## src/rtl/demux_stream_1to2.sv

```systemverilog
// 1-to-2 valid/ready stream demultiplexer with a 2-entry FIFO per output channel.
// Optional per-channel pop counters enabled by DEMUX_STREAM_STATS_EN.
module demux_stream_1to2 #(
  parameter int unsigned WIDTH = 5
) (
  input  logic             clk,
  input  logic             rst_n,
  input  logic             flush,
  input  logic             in_valid,
  input  logic             in_sel,
  input  logic [WIDTH-1:0] in_data,
  output logic             in_ready,
  output logic             out0_valid,
  output logic [WIDTH-1:0] out0_data,
  input  logic             out0_ready,
  output logic             out1_valid,
  output logic [WIDTH-1:0] out1_data,
`ifdef DEMUX_STREAM_STATS_EN
  output logic [7:0]       stat0,
  output logic [7:0]       stat1,
`endif
  input  logic             out1_ready
);

  logic [1:0]       cnt_q   [2];
  logic [1:0]       cnt_d   [2];
  logic             wptr_q  [2];
  logic             wptr_d  [2];
  logic             rptr_q  [2];
  logic             rptr_d  [2];
  logic [WIDTH-1:0] mem_q   [2][2];
  logic [1:0]       push;
  logic [1:0]       pop;
  logic [1:0]       rdy;

  // in_ready looks only at registered count, never at the consumer ready inputs.
  always_comb begin
    rdy      = {out1_ready, out0_ready};
    in_ready = !flush && (cnt_q[in_sel] != 2'd2);
    push     = '0;
    pop      = '0;
    for (int unsigned ch = 0; ch < 2; ch++) begin
      push[ch]   = in_valid && in_ready && (in_sel == 1'(ch));
      pop[ch]    = (cnt_q[ch] != 2'd0) && rdy[ch];
      cnt_d[ch]  = cnt_q[ch];
      if (push[ch] && !pop[ch])
        cnt_d[ch] = cnt_q[ch] + 2'd1;
      else if (pop[ch] && !push[ch])
        cnt_d[ch] = cnt_q[ch] - 2'd1;
      wptr_d[ch] = wptr_q[ch] ^ push[ch];
      rptr_d[ch] = rptr_q[ch] ^ pop[ch];
    end
  end

  always_ff @(posedge clk or negedge rst_n) begin
    if (!rst_n) begin
      for (int unsigned ch = 0; ch < 2; ch++) begin
        cnt_q[ch]  <= '0;
        wptr_q[ch] <= 1'b0;
        rptr_q[ch] <= 1'b0;
        for (int unsigned e = 0; e < 2; e++)
          mem_q[ch][e] <= '0;
      end
    end else if (flush) begin
      for (int unsigned ch = 0; ch < 2; ch++) begin
        cnt_q[ch]  <= '0;
        wptr_q[ch] <= 1'b0;
        rptr_q[ch] <= 1'b0;
        for (int unsigned e = 0; e < 2; e++)
          mem_q[ch][e] <= '0;
      end
    end else begin
      for (int unsigned ch = 0; ch < 2; ch++) begin
        cnt_q[ch]  <= cnt_d[ch];
        wptr_q[ch] <= wptr_d[ch];
        rptr_q[ch] <= rptr_d[ch];
        if (push[ch])
          mem_q[ch][wptr_q[ch]] <= in_data;
      end
    end
  end

  assign out0_valid = (cnt_q[0] != 2'd0);
  assign out1_valid = (cnt_q[1] != 2'd0);
  assign out0_data  = out0_valid ? mem_q[0][rptr_q[0]] : '0;
  assign out1_data  = out1_valid ? mem_q[1][rptr_q[1]] : '0;

`ifdef DEMUX_STREAM_STATS_EN
  logic [7:0] stat_q [2];

  always_ff @(posedge clk or negedge rst_n) begin
    if (!rst_n) begin
      for (int unsigned ch = 0; ch < 2; ch++)
        stat_q[ch] <= '0;
    end else if (flush) begin
      for (int unsigned ch = 0; ch < 2; ch++)
        stat_q[ch] <= '0;
    end else begin
      for (int unsigned ch = 0; ch < 2; ch++)
        if (pop[ch] && (stat_q[ch] != 8'hFF))
          stat_q[ch] <= stat_q[ch] + 8'd1;
    end
  end

  assign stat0 = stat_q[0];
  assign stat1 = stat_q[1];
`endif

endmodule

```

## config.mk

```make
export PLATFORM = sky130hd
export DESIGN_NAME = demux_stream_1to2
export DESIGN_NICKNAME = d
export VERILOG_FILES = /design/src/rtl/demux_stream_1to2.sv
export SDC_FILE = /design/constraint.sdc
export NUM_CORES = 1
export LEC_CHECK = 0
export ABC_CLOCK_PERIOD_IN_PS = 1500
export CORE_MARGIN = 10
export CORE_UTILIZATION = 56
export CTS_CLUSTER_SIZE = 30
export DETAILED_ROUTE_END_ITERATION = 7
export DONT_BUFFER_PORTS = 1
export HOLD_SLACK_MARGIN = 0.03
export PLACE_DENSITY = 0.83
export SLEW_MARGIN = 0
export SYNTH_ARGS = -nofsm -noshare
export SYNTH_HDL_FRONTEND = slang
export SYNTH_SLANG_ARGS = --single-unit
```

## constraint.sdc

```tcl
create_clock -name clk -period 1.5 [get_ports clk]
set_clock_uncertainty 0.1 [all_clocks]
set_input_delay 0.225 -clock clk [delete_from_list [all_inputs] [get_ports clk]]
set_output_delay 0.225 -clock clk [all_outputs]
set_load 0.02 [all_outputs]
```

==> impl_metrics.toml <==
[run_status]
outcome = "finished, violations left"
violated_checks = "negative setup slack"

[place]
place.gp.congestion = 0.803
placedCellCount = 198
dpl_cell_area_sq_um = 1710
placement.io_buffers = 0
place_hpwl_mm = 2.70

[sta]
timing.final.ws_setup_ns = -0.146
finalHoldViolCount = 0
rsz0062_at_grt = "true"
maxSlewHeadroom_pct = 65.1
finalWorstPathRequiredPeriod_ns = 1.65
worst-slew-pin-transition_ns = 0.510
final.setup.tns_ns = -1.48
final-setup-viol-count = 17
hold_ws_ns = 0.0258
timing_max_transition_violations_final = 0
timing.final.crit_share_pct = 110
maximum_achievable_frequency_ghz = 0.607

[logic_synthesis]
synth_largest_type_area_fraction_pct = 44.4
synth_sequential_area_ratio_pct = 44.4
yosysWarningCount = 0
ys_ff_latch = 28
ys_top_cells_by_area = "sky130_fd_sc_hd__dfrtp_1 (44%), sky130_fd_sc_hd__mux2i_1 (6.3%), sky130_fd_sc_hd__o311ai_1 (5.5%)"
synth_top_cell_by_area = "sky130_fd_sc_hd__dfrtp_1"
yosysUniqueCellTypes = 29
synth.cell_area_sq_um = 1580
mappedNetlistNets = 170
avgSynthCellArea_sq_um = 9.99
syn-instance-count = 158

[power_and_ir_drop]
worst_ir_drop_vdd_mv = 0.581
p_leak_nw = 0.940
power.share.clock_pct = 22.1
power_frac_comb_pct = 20.3
share_seq_of_total_power_pct = 57.5
cellInternalPower_mw = 1.02
swShare_pct = 29.0
p_switching_mw = 0.416
power.density_nw_per_um2 = 676
fin_total_pwr_mw = 1.43

[floorplanning]
design.die.area_sq_um = 5340
rows = 19
initial_core_util_pct = 57.8
die_w_um = 73.1
die-height_um = 73.1
io_pins = 25
core-area_sq_um = 2730

[grt]
grt_start_max_net_pins = 29
first_global_vias = 1431
initial_antenna_violation_count = 0
groute.usage.overall_pct = 16.6
wire_length_of_the_first_global_routing_pass_mm = 7.16
grt_overflow = 0

[cells_and_area]
finalNetCount = 210
final_layout_size_suffix_gt1_share_pct = 38.8
antenna-diode-count = 0
stdcell_count = 227
mostFrequentLayoutCells = "sky130_fd_sc_hd__dfrtp_1 (24), sky130_fd_sc_hd__buf_4 (20), sky130_fd_sc_hd__nand2_1 (15)"
final_common_cell = "sky130_fd_sc_hd__dfrtp_1"
areaGrowthSynthToFinish_pct = 34.2
fill_cells = 164
finalInstanceArea_sq_um = 2120

[worst_setup_path]
worstPathMaxFanout = 7
timing_worst_setup_path_type = "reg2out"
worst_setup_path_start_kind = "register"
worstPathArrival_ns = 1.32
worstSetupEndpointType = "output port"
cp_data_required_time_ns = 1.17

[clock_tree]
tritoncts.num_buffers = 3
worstSkewPairLatency_ns = 0.33
ctsLongestPathBuffers = 2
clock_sink_count = 28
clk_root_buffer_cell = "sky130_fd_sc_hd__clkbuf_4"
cts_tree = "built"
worst_setup_hold_path_clk_slew_ns = 0.15
clock_tree.htree_level_count = 1

[drt]
drt-total-wl_mm = 4.50
viasPerCell = 6.30
initialDrtViolationCount = 131
drt_drc_violations_left = 0
via_count = 1430
drt_first_pass_iters = 4
detail_route.wl_per_cell_um = 19.8
drtAntennaViolNets = 0

[min_path]
hp-class = "in2reg"

[flow_run]
number_of_violations_of_the_max_capacitance_limit = 0
power groups by stage:
stage | combinational [mW] | clock, mW | sequential [mW]
after floorplan | 0.137 | 0 | 0.818
after global placement | 0.157 | 0 | 0.832
after detailed placement | 0.163 | 0 | 0.835
after CTS | 0.253 | 0.316 | 0.821
after global routing | 0.312 | 0.353 | 0.829
final | 0.291 | 0.318 | 0.825
path summary, 6_finish.rpt:
| check | start | endpoint | slack (ns) | depth (start not counted) |
|---|---|---|---|---|
| setup / recovery | cnt_q[0] | out1_data[0] | -0.15 | 4 |
| hold / removal | flush | mem_q[14] | 0.03 | 2 |
| setup reg to reg | cnt_q[1] | mem_q[3] | -0.01 | 4 |
| hold reg to reg | mem_q[15] | mem_q[15] | 0.46 | 2 |
| max in group asynchronous | rst_n | cnt_q[0] | 0.93 | 2 |
| min in group asynchronous | rst_n | mem_q[0] | 0.20 | 2 |
final cells by class:
| class | count | area, sq um | share of cell area (%) |
|---|---|---|---|
| multi-input cells | 116 | 917 | 43.3 |
| flip-flops and latches | 28 | 706 | 33.3 |
| repair buffers | 44 | 414 | 19.5 |
| well taps | 31 | 38.8 | 1.83 |
| clock buffers | 3 | 22.5 | 1.06 |
| inverters | 5 | 21.3 | 1.00 |
kinds of logic (layout without fill, tap and decap cells):
logic type,Yosys count,in the layout,share of synthesized area (%)
buffers and inverters,14,52,4.44
flip-flops,28,28,44.4
multiplexers,20,20,14.7
AO/OA/AOI/OAI,27,27,12.2
XOR/XNOR,2,2,1.11
AND/OR/NAND/NOR,67,67,23.2
repair_timing:
action                     CTS  global route
hold buffers                11             2
setup buffers               11             3
pin swaps                    4             3
hold endpoints to repair    55             3
setup endpoints to repair   13            26
resized for setup           21            25
worst max-delay path, stage by stage (launching register included):
cell and delay (ns):
sky130_fd_sc_hd__dfrtp_2 0.48, sky130_fd_sc_hd__nor2_1 0.13, sky130_fd_sc_hd__buf_4 0.18, sky130_fd_sc_hd__nor2_1 0.05, sky130_fd_sc_hd__buf_4 0.15
through the flow:
| stage | utilization [%] | setup WS, ns |
|---|---|---|
| 2_1_floorplan | - | 0.0482 |
| 3_3_place_gp | 62.4 | 0.111 |
| 3_5_place_dp | 62.4 | 0.0687 |
| 4_1_cts | 72.8 | -0.127 |
| 5_1_grt | 77.5 | -0.262 |
| 6_report | 77.5 | -0.146 |
cell usage after synthesis, drive strengths merged:
master,n
or2,2
nand2b,3
a31o,2
a21oi,2
nand2,15
o311ai,10
a211oi,1
dfrtp,28
mux2i,10
xor2,2
inv,5
nor2,17
nand4,11
a2111oi,2
and2,1
nor2b,13
o21ai,8
or3,2
and4,1
clkbuf,5
buf,4
a31oi,2
mux2,10
nand3b,2
routing by layer:
metal  vias up  track usage (%)  routed length, um
li1        644                -                  -
met3        12             3.54                327
met2        62             28.0               2300
met4         0             6.54                112
met1       712             20.0               1750
met5         -                0                  0
flip-flops by register name (all words and copies together) (netlist names):
register and count:
mem_q 20, rptr_q 2, wptr_q 2, cnt_q 4
Note: power is estimated with default switching activity, not from simulation.
